[src/rtl/emmc_raid_cmd_fanout.sv]
// RAID0 command fan-out: broadcasts one SD/eMMC command to NUM_DEV devices and merges their results.
// Optional build macro RESP_COMPARE_EN adds cross-device short-response comparison (RMM status bit).
module emmc_raid_cmd_fanout #(
    parameter int unsigned NUM_DEV  = 2,
    parameter int unsigned TO_W     = 10,
    parameter int unsigned TO_SHORT = 120,
    parameter int unsigned TO_LONG  = 250
) (
    input  logic                     sd_clk,
    input  logic                     rst,
    input  logic                     start_i,
    input  logic                     int_status_rst_i,
    input  logic [5:0]               cmd_index_i,
    input  logic [31:0]              argument_i,
    input  logic [1:0]               resp_type_i,
    input  logic                     crc_check_i,
    input  logic                     index_check_i,
    input  logic [NUM_DEV-1:0]       finish_i,
    input  logic [NUM_DEV-1:0]       crc_ok_i,
    input  logic [NUM_DEV-1:0]       index_ok_i,
    input  logic [NUM_DEV-1:0]       busy_i,
    input  logic [120*NUM_DEV-1:0]   response_i,
    output logic [39:0]              cmd_o,
    output logic [1:0]               setting_o,
    output logic                     start_xfr_o,
    output logic                     go_idle_o,
    output logic [6:0]               int_status_o,
    output logic [NUM_DEV-1:0]       err_dev_o,
    output logic [31:0]              response_0_o,
    output logic [31:0]              response_1_o,
    output logic [31:0]              response_2_o,
    output logic [31:0]              response_3_o,
    output logic                     busy_o
);

    localparam int unsigned RESP_W = 120;

    typedef enum logic [1:0] {IDLE, EXECUTE, BUSY_CHECK} state_t;

    state_t              state, state_n;
    logic [39:0]         cmd_n;
    logic [1:0]          setting_n;
    logic                crc_chk, crc_chk_n;
    logic                idx_chk, idx_chk_n;
    logic                busy_cmd, busy_cmd_n;
    logic                limit_en, limit_en_n;
    logic [TO_W-1:0]     limit, limit_n;
    logic [TO_W-1:0]     watchdog, watchdog_n;
    logic [NUM_DEV-1:0]  done_mask, done_n;
    logic [NUM_DEV-1:0]  err_n;
    logic [NUM_DEV-1:0]  new_fin;
    logic [6:0]          status, status_n;
    logic [31:0]         r0_n, r1_n, r2_n, r3_n;
    logic                start_xfr_n, go_idle_n;
`ifdef RESP_COMPARE_EN
    logic [31:0]         cap [NUM_DEV];
    logic [31:0]         cap_n [NUM_DEV];
    logic [NUM_DEV-1:0]  pend, pend_n;
`endif

    // Only the top short-response word of each device is consumed in some builds.
    logic unused_resp;
    assign unused_resp = ^response_i;

    // Next-state, status merge and output computation.
    always_comb begin
        state_n     = state;
        cmd_n       = cmd_o;
        setting_n   = setting_o;
        crc_chk_n   = crc_chk;
        idx_chk_n   = idx_chk;
        busy_cmd_n  = busy_cmd;
        limit_en_n  = limit_en;
        limit_n     = limit;
        watchdog_n  = watchdog;
        done_n      = done_mask;
        err_n       = err_dev_o;
        status_n    = status;
        r0_n        = response_0_o;
        r1_n        = response_1_o;
        r2_n        = response_2_o;
        r3_n        = response_3_o;
        start_xfr_n = 1'b0;
        go_idle_n   = 1'b0;
        new_fin     = '0;
`ifdef RESP_COMPARE_EN
        cap_n       = cap;
        pend_n      = pend;
`endif
        case (state)
            IDLE: begin
                if (start_i) begin
                    cmd_n       = {2'b01, cmd_index_i, argument_i};
                    setting_n   = {resp_type_i == 2'b01, resp_type_i != 2'b00};
                    crc_chk_n   = crc_check_i;
                    idx_chk_n   = index_check_i;
                    busy_cmd_n  = (resp_type_i == 2'b11);
                    limit_en_n  = (resp_type_i != 2'b00);
                    limit_n     = (resp_type_i == 2'b01) ? TO_W'(TO_LONG) : TO_W'(TO_SHORT);
                    done_n      = '0;
                    err_n       = '0;
                    watchdog_n  = '0;
                    status_n    = '0;
`ifdef RESP_COMPARE_EN
                    pend_n      = '0;
`endif
                    start_xfr_n = 1'b1;
                    state_n     = EXECUTE;
                end
            end
            EXECUTE: begin
                new_fin = finish_i & ~done_mask;
                done_n  = done_mask | finish_i;
                if (watchdog != '1) begin
                    watchdog_n = watchdog + 1'b1;
                end
                for (int d = 0; d < int'(NUM_DEV); d++) begin
                    if (new_fin[d]) begin
                        if (crc_chk && !crc_ok_i[d]) begin
                            status_n[3] = 1'b1;
                            status_n[5] = 1'b1;
                            err_n[d]    = 1'b1;
                        end
                        if (idx_chk && !index_ok_i[d]) begin
                            status_n[4] = 1'b1;
                            status_n[5] = 1'b1;
                            err_n[d]    = 1'b1;
                        end
                    end
                end
                if (new_fin[0]) begin
                    if (setting_n[1]) begin
                        r3_n = {8'h00, response_i[119:96]};
                        r2_n = response_i[95:64];
                        r1_n = response_i[63:32];
                        r0_n = response_i[31:0];
                    end else if (setting_n[0]) begin
                        r0_n = response_i[119:88];
                    end
                end
`ifdef RESP_COMPARE_EN
                // Compare against device 0 as soon as its word is known; otherwise hold pending.
                for (int d = 0; d < int'(NUM_DEV); d++) begin
                    if (new_fin[d]) begin
                        cap_n[d] = response_i[RESP_W*d+88 +: 32];
                    end
                end
                for (int d = 1; d < int'(NUM_DEV); d++) begin
                    if (setting_o[0] && (new_fin[d] || pend[d])) begin
                        if (done_n[0]) begin
                            pend_n[d] = 1'b0;
                            if (cap_n[d] != cap_n[0]) begin
                                status_n[6] = 1'b1;
                                status_n[5] = 1'b1;
                                err_n[d]    = 1'b1;
                            end
                        end else begin
                            pend_n[d] = 1'b1;
                        end
                    end
                end
`endif
                if (&done_n) begin
                    if (busy_cmd) begin
                        state_n = BUSY_CHECK;
                    end else begin
                        status_n[0] = 1'b1;
                        state_n     = IDLE;
                    end
                end else if (limit_en && (watchdog >= limit)) begin
                    status_n[2] = 1'b1;
                    status_n[5] = 1'b1;
                    err_n       = err_n | ~done_n;
                    go_idle_n   = 1'b1;
                    state_n     = IDLE;
                end
            end
            BUSY_CHECK: begin
                if (busy_i == '0) begin
                    status_n[0] = 1'b1;
                    status_n[1] = 1'b1;
                    state_n     = IDLE;
                end
            end
            default: state_n = IDLE;
        endcase
`ifndef RESP_COMPARE_EN
        status_n[6] = 1'b0;
`endif
        if (int_status_rst_i) begin
            status_n = '0;
            err_n    = '0;
        end
    end

    // State and output registers.
    always_ff @(posedge sd_clk or posedge rst) begin
        if (rst) begin
            state        <= IDLE;
            cmd_o        <= '0;
            setting_o    <= '0;
            crc_chk      <= 1'b0;
            idx_chk      <= 1'b0;
            busy_cmd     <= 1'b0;
            limit_en     <= 1'b0;
            limit        <= '0;
            watchdog     <= '0;
            done_mask    <= '0;
            err_dev_o    <= '0;
            status       <= '0;
            int_status_o <= '0;
            response_0_o <= '0;
            response_1_o <= '0;
            response_2_o <= '0;
            response_3_o <= '0;
            start_xfr_o  <= 1'b0;
            go_idle_o    <= 1'b0;
            busy_o       <= 1'b0;
`ifdef RESP_COMPARE_EN
            cap          <= '{default: '0};
            pend         <= '0;
`endif
        end else begin
            state        <= state_n;
            cmd_o        <= cmd_n;
            setting_o    <= setting_n;
            crc_chk      <= crc_chk_n;
            idx_chk      <= idx_chk_n;
            busy_cmd     <= busy_cmd_n;
            limit_en     <= limit_en_n;
            limit        <= limit_n;
            watchdog     <= watchdog_n;
            done_mask    <= done_n;
            err_dev_o    <= err_n;
            status       <= status_n;
            int_status_o <= (state_n == IDLE) ? status_n : 7'd0;
            response_0_o <= r0_n;
            response_1_o <= r1_n;
            response_2_o <= r2_n;
            response_3_o <= r3_n;
            start_xfr_o  <= start_xfr_n;
            go_idle_o    <= go_idle_n;
            busy_o       <= (state_n != IDLE);
`ifdef RESP_COMPARE_EN
            cap          <= cap_n;
            pend         <= pend_n;
`endif
        end
    end

endmodule
[config.mk]
export PLATFORM = sky130hd
export DESIGN_NAME = emmc_raid_cmd_fanout
export DESIGN_NICKNAME = d
export VERILOG_FILES = /design/src/rtl/emmc_raid_cmd_fanout.sv
export SDC_FILE = /design/constraint.sdc
export NUM_CORES = 1
export LEC_CHECK = 0
export ABC_AREA = 1
export BUFFER_PORTS_ARGS = -buffer_cell sky130_fd_sc_hd__buf_2
export CORE_AREA = 4 4 181 183
export DETAILED_ROUTE_END_ITERATION = 10
export DIE_AREA = 0 0 185 187
export GPL_ROUTABILITY_DRIVEN = 1
export GPL_TIMING_DRIVEN = 0
export HOLD_SLACK_MARGIN = 0.12
export PLACE_DENSITY = 0.61
export SETUP_SLACK_MARGIN = 0.05
export SLEW_MARGIN = 20
export SYNTH_ARGS = -nofsm -noshare
export SYNTH_HDL_FRONTEND = slang
export SYNTH_SLANG_ARGS = --single-unit
[constraint.sdc]
create_clock -name sd_clk -period 8.78 [get_ports sd_clk]
set_clock_uncertainty 0.1 [all_clocks]
set_input_delay 0.439 -clock sd_clk [delete_from_list [all_inputs] [get_ports sd_clk]]
set_output_delay 0.439 -clock sd_clk [all_outputs]
set_load 0.02 [all_outputs]
=== Word level (Yosys, flattened, before mapping) ===
Index checks and enable logic that the tools add are counted.

* Add/subtract/negate cells: 1
* Reduce and logical (&&, ||, !) cells: 24
* Magnitude comparators: 1
* Mux-type cells: 52
* Equal/unequal tests: 8
* Multipliers: 0
* Bitwise gates (word level): 5
* Shifts and indexed selects: 0
* Divide/modulo/power cells: 0

{| class="wikitable"
|+ Operator list
! operator !! count
|-
| two-way mux 32 bit || 2
|-
| two-way mux 2 bit || 12
|-
| two-way mux 1 bit || 23
|-
| two-way mux 10 bit || 2
|-
| case mux 10 bit (2 select lines) || 1
|-
| two-way mux 6 bit || 3
|-
| adder 10 x 1 -> 10 bit, second input constant || 1
|-
| >= comparator 10 bit || 1
|-
| != test 10 bit, second input constant || 1
|-
| AND reduction 3 bit || 3
|-
| two-way mux 8 bit || 1
|-
| case mux 2 bit (2 select lines) || 2
|-
| case mux 4 bit (2 select lines) || 1
|-
| AND reduction 2 bit || 4
|-
| nonzero test 2 bit || 4
|-
| logical NOT 2 bit || 3
|-
| two-way mux 3 bit || 2
|-
| case mux 2 bit (3 select lines) || 1
|-
| logical AND 1 bit || 5
|-
| equality test 2 x 1 -> 1 bit, second input constant || 2
|-
| equality test 2 bit, second input constant || 2
|-
| logical NOT 1 bit || 4
|-
| != test 2 bit, second input constant || 2
|-
| NOT 2 bit || 2
|-
| 6 further kinds || 7
|}

* Bits in latches: 0
* Output and inout bits: 182
* Logic and storage cells: 111
* Memories: 0
* Flip-flop bits (word level): 207
* Memory bits (read-only): 0
* RAM bits: 0

=== Longest topological paths before layout ===
* Depth in word-level cells: 13
* Gate-level depth with buffers: 12
* Depth with buffers taken out: 12

=== Worst setup path before layout ===
Ideal clock, no wire load.

* Path kind: register to register
* Start: register limit[1]
* End: register int_status_o[5]
* Setup time: 0.126 ns
* Arrival: 1.998 ns
* Period minus slack after synthesis: 2.224 ns
* Slack: 6.556 ns
* Stages on the path, launching flop included: 11
* Path through: dfrtp_1 -> clkbuf_1 -> inv_2 -> clkbuf_1 -> ha_1 -> a211oi_1 -> nand2_1 -> nand2_1 -> nand2_1 -> nand3_1 -> nor2_1

* Cells in the longest elaborated chain, start to end: 7
* Elaborated cells between the ends (all ways): 11

{| class="wikitable"
|+ Ends and longest elaborated chain
! element !! RTL line !! source
|-
| from (decl) || 47 || <nowiki>logic [TO_W-1:0] limit, limit_n;</nowiki>
|-
| from (signal assigned) || 231 || <nowiki>limit <= limit_n;</nowiki>
|-
| >= comparator 10 bit (*) || 170 || <nowiki>end else if (limit_en && (watchdog >= limit)) begin</nowiki>
|-
| logical AND 1 bit (*) || 170 ||
|-
| two-way mux 2 bit / two-way mux 1 bit (equally long branches) || 170 ||
|-
| two-way mux 2 bit / two-way mux 1 bit (equally long branches) || 163 || <nowiki>if (&done_n) begin</nowiki>
|-
| case mux 2 bit (3 select lines) / case mux 4 bit (2 select lines) (equally long branches) || 90 || <nowiki>case (state)</nowiki>
|-
| logical NOT 2 bit / two-way mux 6 bit (equally long branches) || 236, 190 ||
|-
| two-way mux 6 bit (*) || 236 || <nowiki>int_status_o <= (state_n == IDLE) ? status_n : 7'd0;</nowiki>
|-
| to (signal assigned) || 236 ||
|-
| to (decl) || 27 || <nowiki>output logic [6:0] int_status_o,</nowiki>
|}

Every way passes the cells marked *; elsewhere a longest branch is shown, timed or not.
A chain may end at the register's enable or synchronous reset.

=== Worst setup path after layout ===
Ends and elaborated chain as after synthesis.

==> flow_summary.yaml <==
job:
  max_cap_violations: 0
timing:
  period_needed_ns: 3.05
  timing.slew.headroom_pct: 43.7
  final_min_period_over_clock_period_pct: 34.7
  fin_worst_hold_slack_ns: 0.155
  slew_viol_final: 0
  finalHoldViolations: 0
  rsz0062_at_grt: "false"
  max_freq_mhz: 328
  finalSetupTns_ns: 0
  setup_viol: 0
  tightest_slew_ns: 0.845
placement:
  post-dp-hpwl_mm: 20.4
  placed_cell_area_um2: 10300
  dpl.cell_count: 1518
  port_buffers: 345
  globalplace.congestion: 0.840
synthesis:
  synth.top_cells.by_area: "sky130_fd_sc_hd__dfrtp_1, sky130_fd_sc_hd__nand2_1, sky130_fd_sc_hd__mux2_2"
  yosysTopAreaCell: "sky130_fd_sc_hd__dfrtp_1"
  synthDistinctLibCells: 32
  synth_enable_flop_cells: 0
  post_synth_inst_count: 761
  most_instantiated_flip_flop_cell_in_the_synthesis_netlist: "sky130_fd_sc_hd__dfrtp_1"
  synth_seq_cells: 195
  avgSynthCellArea_um2: 10.5
  synth_top_cells_by_count: "sky130_fd_sc_hd__nand2_1, sky130_fd_sc_hd__dfrtp_1, sky130_fd_sc_hd__mux2_2"
  synth.most_common_cell: "sky130_fd_sc_hd__nand2_1"
  synth-warning-count: 0
  post-synth-top-area-fraction_pct: 60.8
  synth-seq-area-share_pct: 60.8
  synth_async_sr_flop_share_pct: 100
  synth.cell_area_um2: 8030
critical_path:
  setup.worst_path.start_class: "flip-flop"
  crit_path_end_kind: "flip-flop"
  criticalPathCategory: "reg2reg"
  critical_path_peak_fanout: 10
  reg2reg_slack_ns: 5.73
  worst-endpoint-required_ns: 8.99
  arrival_ns: 3.26
  r2r-start: "limit[1]$_DFFE_PP0P_"
  timing.reg2reg.worst_path_depth: 10
  worstReg2RegEnd: "int_status_o[5]$_DFF_PP0_"
clock_tree:
  cts.htree.levels: 4
  cts_resized: 0
  cts_hold_buf: 116
  post_cts_buffers: 0
  cts_buf_count: 17
  cts_tree: "built"
  clk_pin_slew_ns: 0.08
  clkLatencyLatePin_ns: 0.43
  ctsRootBufferMaster: "sky130_fd_sc_hd__clkbuf_16"
  cts.path.max_buffers: 2
  cts_num_sinks: 195
die:
  dieArea_um2: 34600
  coreArea_um2: 31200
  die_w_um: 185
  die_h_um: 187
  pin_count: 476
  std_cell_rows: 65
  initial_core_utilization_pct: 25.7
detailed_routing:
  drt_iter0_drc: 248
  drt-vias-per-instance: 4.30
  met3WireLength_mm: 2.05
  wl_met2_mm: 13.2
  detail_route.first_pass.iterations: 4
  dr.max_layer_used: "met5"
  drcViolationCount: 0
  route.vias.total: 7185
  drt-met1-wl_mm: 11.7
  drt_wl_total_mm: 27.7
  wire_per_inst_um: 16.6
  detail-route-antenna-nets: 0
finish:
  post_synthesis_to_final_layout_area_growth_pct: 50.5
  design_area_um2: 12100
  non_filler_cells_final: 1669
  proportion_of_layout_cells_with_a_drive_suffix_above_1_pct: 37.9
  final_nets: 1553
  finalCoreUtilization_pct: 38.7
global_routing:
  first_global_vias: 7576
  grt_antenna_before_repair: 3
  grt_start_max_net_pins: 100
  groute.usage.overall_pct: 16.1
  grt_overflow_total: 0
  grt_pass1_wl_mm: 43.1
pwr:
  leakage_nw: 6.31
  power_density_nw_per_um2: 339
  vdd_ir_drop_max_v: 0.000161
hold_path:
  whs_path_depth: 3
  min_path_type: "in2reg"
  min_delay_worst_endpoint: "response_0_o[6]$_DFFE_PP0P_"
  hold_sp: "response_i[6]"
outcome:
  status: "finished, final reports clean"
-- where the power goes --
| group | internal (W) | switching, W | total (W) | leakage (nW) |
|---|---|---|---|---|
| registers | 0.00130 | 0.000226 | 0.00153 | 2.44 |
| logic | 0.000639 | 0.00116 | 0.00180 | 3.59 |
| clock network | 0.000385 | 0.000388 | 0.000773 | 0.279 |
-- flip-flops by register name (all words and copies together) (netlist names), 6 cells and up --
signal / cells
watchdog: 10
response_3_o: 24
response_0_o: 32
response_2_o: 32
cmd_o: 38
status: 6
int_status_o: 6
response_1_o: 32
-- metrics by stage --
| stage | total power, W | setup slack [ns] |
|---|---|---|
| after detailed placement | 0.00332 | 5.65 |
| after CTS | 0.00416 | 5.64 |
| after global routing | 0.00438 | 5.44 |
| final | 0.00410 | 5.73 |
| after global placement | 0.00328 | 0.390 |
| after floorplan | 0.00260 | 2.93 |
-- final cells by class --
class / count / area, µm²
Clock inverter: 14 / 136
Antenna cell: 2 / 5.00
Tap cell: 402 / 503
Inverter: 39 / 154
Fill cell: 3119 / 19200
Sequential cell: 195 / 4880
Timing Repair Buffer: 463 / 2930
Clock buffer: 18 / 439
Buffer: 44 / 230
Multi-Input combinational cell: 492 / 2800
-- logic make-up (layout without fill, tap and decap cells) --
kind of cell | count (synthesis) | in the layout | synth area share, %
xor gates and xnor gates | 5 | 5 | 0.546
muxes | 88 | 88 | 12.3
other | 1 | 12 | 0.0467
buffers and inverters | 83 | 578 | 4.69
adders and majority gates | 7 | 7 | 1.09
AOI/OAI and AO/OA | 64 | 64 | 4.88
DFF | 195 | 195 | 60.8
and+or+nand+nor | 318 | 318 | 15.6
-- worst max path at each step --
stage	end	slack (ns)	cells after the start	from
finish	int_status_o[5]$_DFF_PP0_	5.73	10	limit[1]$_DFFE_PP0P_
floorplan	busy_cmd$_DFFE_PP0P_	2.93	1	rst
CTS	int_status_o[5]$_DFF_PP0_	5.64	10	limit[1]$_DFFE_PP0P_
detailed placement	int_status_o[5]$_DFF_PP0_	5.65	10	limit[1]$_DFFE_PP0P_
global route	int_status_o[5]$_DFF_PP0_	5.44	10	limit[1]$_DFFE_PP0P_
global placement	response_2_o[22]$_DFFE_PP0P_	0.39	2	rst
-- cell usage in the layout (no fill, tap or decap), types with 2 or more instances in the layout --
cell,synthesis,final
sky130_fd_sc_hd__nor3_1,6,6
sky130_fd_sc_hd__inv_8,0,6
sky130_fd_sc_hd__clkbuf_16,0,17
sky130_fd_sc_hd__a31oi_1,32,32
sky130_fd_sc_hd__inv_1,35,34
sky130_fd_sc_hd__nor2_1,60,60
sky130_fd_sc_hd__mux2_2,68,68
sky130_fd_sc_hd__xor2_1,4,4
sky130_fd_sc_hd__nand2_1,227,227
sky130_fd_sc_hd__nand3_1,19,19
sky130_fd_sc_hd__clkinvlp_4,0,2
sky130_fd_sc_hd__dlygate4sd3_1,0,117
sky130_fd_sc_hd__buf_4,14,14
sky130_fd_sc_hd__o21ai_0,16,16
sky130_fd_sc_hd__a21oi_1,5,5
sky130_fd_sc_hd__clkinv_4,0,3
sky130_fd_sc_hd__dfrtp_1,195,195
sky130_fd_sc_hd__clkbuf_1,20,20
sky130_fd_sc_hd__ha_1,7,7
sky130_fd_sc_hd__nor2_2,2,2
sky130_fd_sc_hd__mux2_1,20,20
sky130_fd_sc_hd__buf_2,10,355
sky130_fd_sc_hd__diode_2,0,2
sky130_fd_sc_hd__inv_6,0,2
sky130_fd_sc_hd__o22ai_1,5,5
sky130_fd_sc_hd__conb_1,1,10
sky130_fd_sc_hd__inv_2,3,3
-- metal layers --
metal | up-vias | GRT usage, %
li1 | 3447 | -
met2 | 275 | 26.7
met1 | 3417 | 20.0
met3 | 42 | 4.88
met4 | 4 | 5.22
met5 | - | 0
-- critical path: stages, from the launching register on --
cell and delay (ns):
sky130_fd_sc_hd__dfrtp_1 0.42, sky130_fd_sc_hd__clkbuf_1 0.25, sky130_fd_sc_hd__inv_2 0.27, sky130_fd_sc_hd__clkbuf_1 0.61, sky130_fd_sc_hd__ha_1 0.37, sky130_fd_sc_hd__a211oi_1 0.21
sky130_fd_sc_hd__nand2_1 0.18, sky130_fd_sc_hd__nand2_1 0.09, sky130_fd_sc_hd__nand2_1 0.07, sky130_fd_sc_hd__nand3_1 0.25, sky130_fd_sc_hd__nor2_1 0.09
Note: power is estimated with default switching activity, not from simulation.
